==> src/rtl/img2col_sched_pkg.sv <==
// Shared definitions for the Img2Col layer scheduler: descriptor layout, FSM states
// and the repeat-count helper.
package img2col_sched_pkg;

    localparam int DESC_W = 168;
    localparam int CFG_W  = 160;

    localparam int STRIDE_LSB       = 0;
    localparam int STRIDE_W         = 8;
    localparam int KERNEL_LSB       = 8;
    localparam int KERNEL_W         = 8;
    localparam int WINDOW_LSB       = 16;
    localparam int WINDOW_W         = 8;
    localparam int SLIDING_LSB      = 24;
    localparam int SLIDING_W        = 8;
    localparam int IN_SIZE_LSB      = 32;
    localparam int IN_SIZE_W        = 16;
    localparam int IN_CH_LSB        = 48;
    localparam int IN_CH_W          = 16;
    localparam int OUT_CH_LSB       = 64;
    localparam int OUT_CH_W         = 16;
    localparam int OUT_SIZE_LSB     = 80;
    localparam int OUT_SIZE_W       = 16;
    localparam int OUTCOL_TIMES_LSB = 96;
    localparam int OUTCOL_TIMES_W   = 16;
    localparam int INCOL_TIMES_LSB  = 112;
    localparam int INCOL_TIMES_W    = 16;
    localparam int OUTROW_TIMES_LSB = 128;
    localparam int OUTROW_TIMES_W   = 16;
    localparam int OCH_TIMES_LSB    = 144;
    localparam int OCH_TIMES_W      = 16;
    localparam int REPEAT_LSB       = 160;
    localparam int REPEAT_W         = 8;

    typedef enum logic [2:0] {
        ST_IDLE  = 3'd0,
        ST_LOAD  = 3'd1,
        ST_CLEAR = 3'd2,
        ST_START = 3'd3,
        ST_RUN   = 3'd4,
        ST_NEXT  = 3'd5,
        ST_DONE  = 3'd6
    } state_e;

    // A zero repeat field still runs the layer once.
    function automatic logic [REPEAT_W-1:0] eff_repeat(input logic [REPEAT_W-1:0] r);
        return (r == '0) ? REPEAT_W'(1) : r;
    endfunction

endpackage

==> src/rtl/img2col_desc_ram.sv <==
// Descriptor table: one write port, one synchronous read port, no reset on contents.
module img2col_desc_ram #(
    parameter int DEPTH = 8,
    parameter int WIDTH = 168
) (
    input  logic                     clk_i,
    input  logic                     we_i,
    input  logic [$clog2(DEPTH)-1:0] waddr_i,
    input  logic [WIDTH-1:0]         wdata_i,
    input  logic [$clog2(DEPTH)-1:0] raddr_i,
    output logic [WIDTH-1:0]         rdata_o
);

    logic [WIDTH-1:0] mem_q [DEPTH];
    logic [WIDTH-1:0] rdata_q;

    always_ff @(posedge clk_i) begin
        if (we_i) begin
            mem_q[waddr_i] <= wdata_i;
        end
        rdata_q <= mem_q[raddr_i];
    end

    assign rdata_o = rdata_q;

endmodule

==> src/rtl/img2col_layer_scheduler.sv <==
// Walks the descriptor table layer by layer: load config, clear datapath FIFOs, then
// pulse img_start once per repeat and wait for img_mlast, with a RUN watchdog.
module img2col_layer_scheduler
    import img2col_sched_pkg::*;
#(
    parameter int DEPTH        = 8,
    parameter int CLEAR_CYCLES = 2
) (
    input  logic                     clk,
    input  logic                     rst_n,
    input  logic                     desc_we,
    input  logic [$clog2(DEPTH)-1:0] desc_addr,
    input  logic [DESC_W-1:0]        desc_wdata,
    input  logic [$clog2(DEPTH):0]   num_layers,
    input  logic [31:0]              timeout_limit,
    input  logic                     go,
    input  logic                     abort,
    input  logic                     img_mlast,
    output logic                     img_start,
    output logic                     fifo_clear,
    output logic [CFG_W-1:0]         cfg,
    output logic                     busy,
    output logic                     done,
    output logic                     err_timeout,
    output logic [$clog2(DEPTH)-1:0] cur_layer
);

    localparam int AW = $clog2(DEPTH);
    localparam int LW = AW + 1;
    localparam int CW = $clog2(CLEAR_CYCLES + 1);

    state_e              state_q, state_d;
    logic [AW-1:0]       idx_q, idx_d;
    logic [LW-1:0]       nl_q, nl_d;
    logic [REPEAT_W-1:0] rep_q, rep_d;
    logic [CW-1:0]       clr_q, clr_d;
    logic [31:0]         wdog_q, wdog_d;
    logic [CFG_W-1:0]    cfg_q, cfg_d;
    logic                img_start_q, img_start_d;
    logic                fifo_clear_q, fifo_clear_d;
    logic                busy_q, busy_d;
    logic                done_q, done_d;
    logic                err_q, err_d;

    logic                ram_we;
    logic [DESC_W-1:0]   rd_data;
    logic [LW-1:0]       nl_clamped;
    logic                abort_act;

    assign ram_we     = desc_we && (state_q == ST_IDLE);
    assign nl_clamped = (num_layers > LW'(DEPTH)) ? LW'(DEPTH) : num_layers;
    assign abort_act  = abort && (state_q != ST_IDLE);

    // Read address follows the next index so the entry is ready when LOAD is entered.
    img2col_desc_ram #(
        .DEPTH (DEPTH),
        .WIDTH (DESC_W)
    ) u_desc_ram (
        .clk_i   (clk),
        .we_i    (ram_we),
        .waddr_i (desc_addr),
        .wdata_i (desc_wdata),
        .raddr_i (idx_d),
        .rdata_o (rd_data)
    );

    always_comb begin
        state_d = state_q;
        idx_d   = idx_q;
        nl_d    = nl_q;
        rep_d   = rep_q;
        clr_d   = clr_q;
        wdog_d  = wdog_q;
        cfg_d   = cfg_q;
        err_d   = err_q;

        if (abort_act) begin
            state_d = ST_IDLE;
        end else begin
            case (state_q)
                ST_IDLE: begin
                    if (go) begin
                        if (num_layers != '0) begin
                            nl_d    = nl_clamped;
                            idx_d   = '0;
                            err_d   = 1'b0;
                            state_d = ST_LOAD;
                        end else begin
                            state_d = ST_DONE;
                        end
                    end
                end
                ST_LOAD: begin
                    cfg_d   = rd_data[CFG_W-1:0];
                    rep_d   = eff_repeat(rd_data[REPEAT_LSB +: REPEAT_W]);
                    clr_d   = '0;
                    state_d = ST_CLEAR;
                end
                ST_CLEAR: begin
                    if (clr_q == CW'(CLEAR_CYCLES - 1)) begin
                        state_d = ST_START;
                    end else begin
                        clr_d = clr_q + CW'(1);
                    end
                end
                ST_START: begin
                    wdog_d  = '0;
                    state_d = ST_RUN;
                end
                ST_RUN: begin
                    // A completed run wins over a watchdog expiring in the same cycle.
                    if (img_mlast) begin
                        if (rep_q > REPEAT_W'(1)) begin
                            rep_d   = rep_q - REPEAT_W'(1);
                            state_d = ST_START;
                        end else begin
                            state_d = ST_NEXT;
                        end
                    end else if ((timeout_limit != 32'd0) && ((wdog_q + 32'd1) >= timeout_limit)) begin
                        err_d   = 1'b1;
                        state_d = ST_IDLE;
                    end else begin
                        wdog_d = wdog_q + 32'd1;
                    end
                end
                ST_NEXT: begin
                    if ({1'b0, idx_q} == (nl_q - LW'(1))) begin
                        state_d = ST_DONE;
                    end else begin
                        idx_d   = idx_q + AW'(1);
                        state_d = ST_LOAD;
                    end
                end
                ST_DONE: begin
                    state_d = ST_IDLE;
                end
                default: begin
                    state_d = ST_IDLE;
                end
            endcase
        end

        img_start_d  = (state_d == ST_START);
        fifo_clear_d = (state_d == ST_CLEAR);
        done_d       = (state_d == ST_DONE);
        busy_d       = (state_d != ST_IDLE);
    end

    always_ff @(posedge clk or negedge rst_n) begin
        if (!rst_n) begin
            state_q      <= ST_IDLE;
            idx_q        <= '0;
            nl_q         <= '0;
            rep_q        <= '0;
            clr_q        <= '0;
            wdog_q       <= '0;
            cfg_q        <= '0;
            img_start_q  <= 1'b0;
            fifo_clear_q <= 1'b0;
            busy_q       <= 1'b0;
            done_q       <= 1'b0;
            err_q        <= 1'b0;
        end else begin
            state_q      <= state_d;
            idx_q        <= idx_d;
            nl_q         <= nl_d;
            rep_q        <= rep_d;
            clr_q        <= clr_d;
            wdog_q       <= wdog_d;
            cfg_q        <= cfg_d;
            img_start_q  <= img_start_d;
            fifo_clear_q <= fifo_clear_d;
            busy_q       <= busy_d;
            done_q       <= done_d;
            err_q        <= err_d;
        end
    end

    // Abort silences the strobes in the very cycle it is raised.
    assign img_start   = img_start_q && !abort_act;
    assign fifo_clear  = fifo_clear_q && !abort_act;
    assign done        = done_q && !abort_act;
    assign busy        = busy_q;
    assign cfg         = cfg_q;
    assign err_timeout = err_q;
    assign cur_layer   = idx_q;

endmodule

==> config.mk <==
export PLATFORM = sky130hd
export DESIGN_NAME = img2col_layer_scheduler
export DESIGN_NICKNAME = d
export VERILOG_FILES = /design/src/rtl/img2col_sched_pkg.sv /design/src/rtl/img2col_desc_ram.sv /design/src/rtl/img2col_layer_scheduler.sv
export SDC_FILE = /design/constraint.sdc
export NUM_CORES = 2
export LEC_CHECK = 0
export ABC_CLOCK_PERIOD_IN_PS = 12650
export CAP_MARGIN = 0
export CORE_ASPECT_RATIO = 0.75
export CORE_MARGIN = 5
export CORE_UTILIZATION = 45
export CTS_BUF_LIST = sky130_fd_sc_hd__clkbuf_4
export DETAILED_ROUTE_END_ITERATION = 8
export PLACE_DENSITY = 0.73
export SYNTH_ARGS = -nofsm -noshare
export SYNTH_HDL_FRONTEND = slang
export SYNTH_HIERARCHICAL = 1
export SYNTH_SLANG_ARGS = --single-unit
==> constraint.sdc <==
create_clock -name clk -period 12.65 [get_ports clk]
set_input_delay 2.53 -clock clk [delete_from_list [all_inputs] [get_ports clk]]
set_output_delay 2.53 -clock clk [all_outputs]
set_load 0.05 [all_outputs]
==> impl_metrics.ini <==
[status]
status = complete, no violations

[logic_synthesis]
synth_ff_type = edfxtp_1
syn_avg_cell_area_sq_um = 21.4
yosysMostFrequentCell = edfxtp_1
ys_seq_area_frac = 0.766
synth.distinct_cells = 68
netlist_instances = 3002
synth_nets = 3253
synth-seq-cells = 1729
ys_warn_count = 6
synth_enable_flop_cells = 1344
yosys-top-cells-area = edfxtp_1 (63%), mux4_2 (12%), dfrtp_1 (8.5%), mux2_2 (5.8%), dfxtp_1 (5.2%)
synth_top_area_frac = 0.629
synth_common_cells = edfxtp_1 (1344), mux4_2 (336), mux2_2 (330), dfrtp_1 (217), dfxtp_1 (168)
synthArstFlopShare = 0.126
synth_area_sq_um = 64200
yosysTopAreaCell = edfxtp_1

[timing]
setup_viol = 0
skew_ps = 98.8
setup_tns_ps = 0
timing.fmax_mhz = 144
rsz0062_at_grt = no
relSlewSlack = 0.211
fin_ws_ps = 5710
hold_viol = 0
timing.final.crit_share = 0.549
holdWs_ps = 389
worstMarginPinSlew_ps = 1180
finalMaxSlewViolations = 0
period_needed_ps = 6940

[run]
maxCapViolCount = 0

[setup_path]
path_cells = clkdlybuf4s50_1 -> nand2b_1 -> and2_1 -> clkdlybuf4s50_1
start_kind = primary input
cp-end-kind = output port
cp_slowest_cell = clkdlybuf4s50_1
cp_max_fo = 11
crit_path_frequent_cell = clkdlybuf4s50_1
critical_path_buf_inv_count = 2
worst-setup-path-type = primary input to output port
critPathRequiredTime_ps = 10120
worstPathArrival_ps = 4410
slowest_delay_ps = 800
crit_family = buffers and inverters

[pwr]
peakVddDrop_uv = 176
p_leak_nw = 25.4
p_per_area_nw_per_um2 = 195

[global_routing]
antenna_found_initial = 23
grt-ovfl-total = 0
grt_pass1_vias = 33600
grt_max_degree = 136
grtUsageTotal = 0.183
grt_pass1_wl_microns = 206000

[clock_tree]
clkSlewWorstSetupHoldPaths_ps = 70
cts_buffers = 417
clock_sinks = 1729
cts_tree = done
post_cts_buffers = 0
clk_latency_ps = 1320
cts-resized-gates = 0
cts-root-buf = clkbuf_4
h-tree-depth = 5
cts_buffer_depth = 4
hold_buffers = 0

[floorplanning]
ios = 381
coreArea_sq_um = 142000
fp.dieH_microns = 337
rows = 120
die_w_microns = 446
dieArea_sq_um = 150000
start_util = 0.451

[routing]
ant_nets = 0
drc = 0
routedWlPerCell_microns = 23.0
vias_per_cell = 5.29
first_pass_iters = 5
wirelength_microns = 137000
drt_iter0_drc = 2152
vias = 31500

[placement]
pre_cts_ws_ps = 5710
hpwl_microns = 72800
globalplace.congestion = 0.799
io_buffers = 380

[finish]
drive_gt1_frac = 0.355
fillers = 11000
syn_to_final_growth_pct = 18.1
nets = 3966

[hold_path]
hold_path_class = flop to flop
-- layout by cell type, fill, tap and decap left out, types with 4 or more instances in the layout --
cell type,synthesis,final
edfxtp_1,1344,1344
clkbuf_4,0,668
clkdlybuf4s50_1,0,379
mux4_2,336,336
mux2_2,330,330
dfrtp_1,217,217
dfxtp_1,168,168
inv_1,59,59
clkinv_1,0,59
nand2_1,57,57
ha_1,38,38
buf_4,13,36
nor2_1,39,33
diode_2,0,25
xnor2_1,25,25
nand3_1,23,23
o21ai_0,26,23
a21oi_1,21,21
mux2i_1,20,20
a31oi_1,19,19
nor4_1,18,18
nand4_1,16,16
clkinv_2,0,14
and3_1,10,10
nand2b_1,10,10
buf_12,0,9
nor3_1,10,8
xor2_1,6,6
and2_1,6,6
a41oi_1,6,6
nor2_4,0,6
or3_1,5,5
bufinv_16,0,5
or2_2,4,4
inv_2,1,4
-- power breakdown --
group | leakage, nW | switching (mW) | internal [mW]
clock | 3.31 | 2.12 | 2.49
combinational | 5.91 | 1.89 | 1.28
sequential | 16.2 | 0.317 | 6.71
-- through the flow --
stage,instances,power (mW),util,cell area (sq um)
CTS,5938,15.0,0.533,75800
detailed placement,5187,10.4,0.494,70300
global placement,5187,10.3,0.494,70300
global route,5953,15.5,0.533,75800
floorplan,3002,9.26,-,64200
finish,5963,14.8,0.533,75800
-- logic make-up (layout without fill, tap and decap cells) --
| kind of cell | count (synthesis) | count (layout) | share of synthesized area |
|---|---|---|---|
| flops | 1729 | 1729 | 0.766 |
| mux | 686 | 686 | 0.179 |
| simple gates | 218 | 218 | 0.0181 |
| buf+inv | 191 | 1236 | 0.0138 |
| compound gates | 108 | 108 | 0.0117 |
| fa+ha+maj | 38 | 38 | 0.00741 |
| xor+xnor | 32 | 32 | 0.00458 |
| other cells | 0 | 25 | 0 |
-- flip-flops by register name, indices dropped and copies added, names as in the netlist, 3 cells and up --
signal              count
u_desc_ram/mem_q     1344
u_desc_ram/rdata_o    168
cfg                   160
wdog_q                 32
rep_q                   8
nl_q                    4
cur_layer               3
state_q                 3
-- routing by layer --
| metal | global-route usage | share of wire | wire, microns | vias to the layer above |
|---|---|---|---|---|
| met5 | 0 | 0.00053 | 73 | - |
| met4 | 0.0643 | 0.020 | 2780 | 10 |
| met3 | 0.0503 | 0.062 | 8520 | 235 |
| met2 | 0.296 | 0.49 | 67600 | 943 |
| met1 | 0.242 | 0.42 | 58100 | 16400 |
| li1 | - | - | - | 13900 |
-- worst paths after layout --
check	from	end	slack, ps	cells after the start
worst max-delay path	abort	img_start	5710	4
worst min-delay path	u_desc_ram/rdata_o[55]$_DFF_P_	cfg[55]$_DFFE_PN0P_	390	1
worst max register to register	state_q[2]$_DFF_PN0_	u_desc_ram/rdata_o[130]$_DFF_P_	7730	10
worst min register to register	u_desc_ram/rdata_o[55]$_DFF_P_	cfg[55]$_DFFE_PN0P_	390	1
max in group asynchronous	rst_n	cfg[147]$_DFFE_PN0P_	9350	3
min in group asynchronous	rst_n	cfg[55]$_DFFE_PN0P_	1210	1
-- area by class of cell --
class,count,area (sq um),share of cell area
Clock buffer,668,5010,0.0661
Inverter,60,225,0.00297
Multi-Input combinational cell,1082,14300,0.188
Antenna cell,25,62.6,0.000825
Clock inverter,83,469,0.00619
Tap cell,1891,2370,0.0312
Sequential cell,1729,49200,0.648
Timing Repair Buffer,425,4260,0.0562
(Power assumes the default switching activity.)
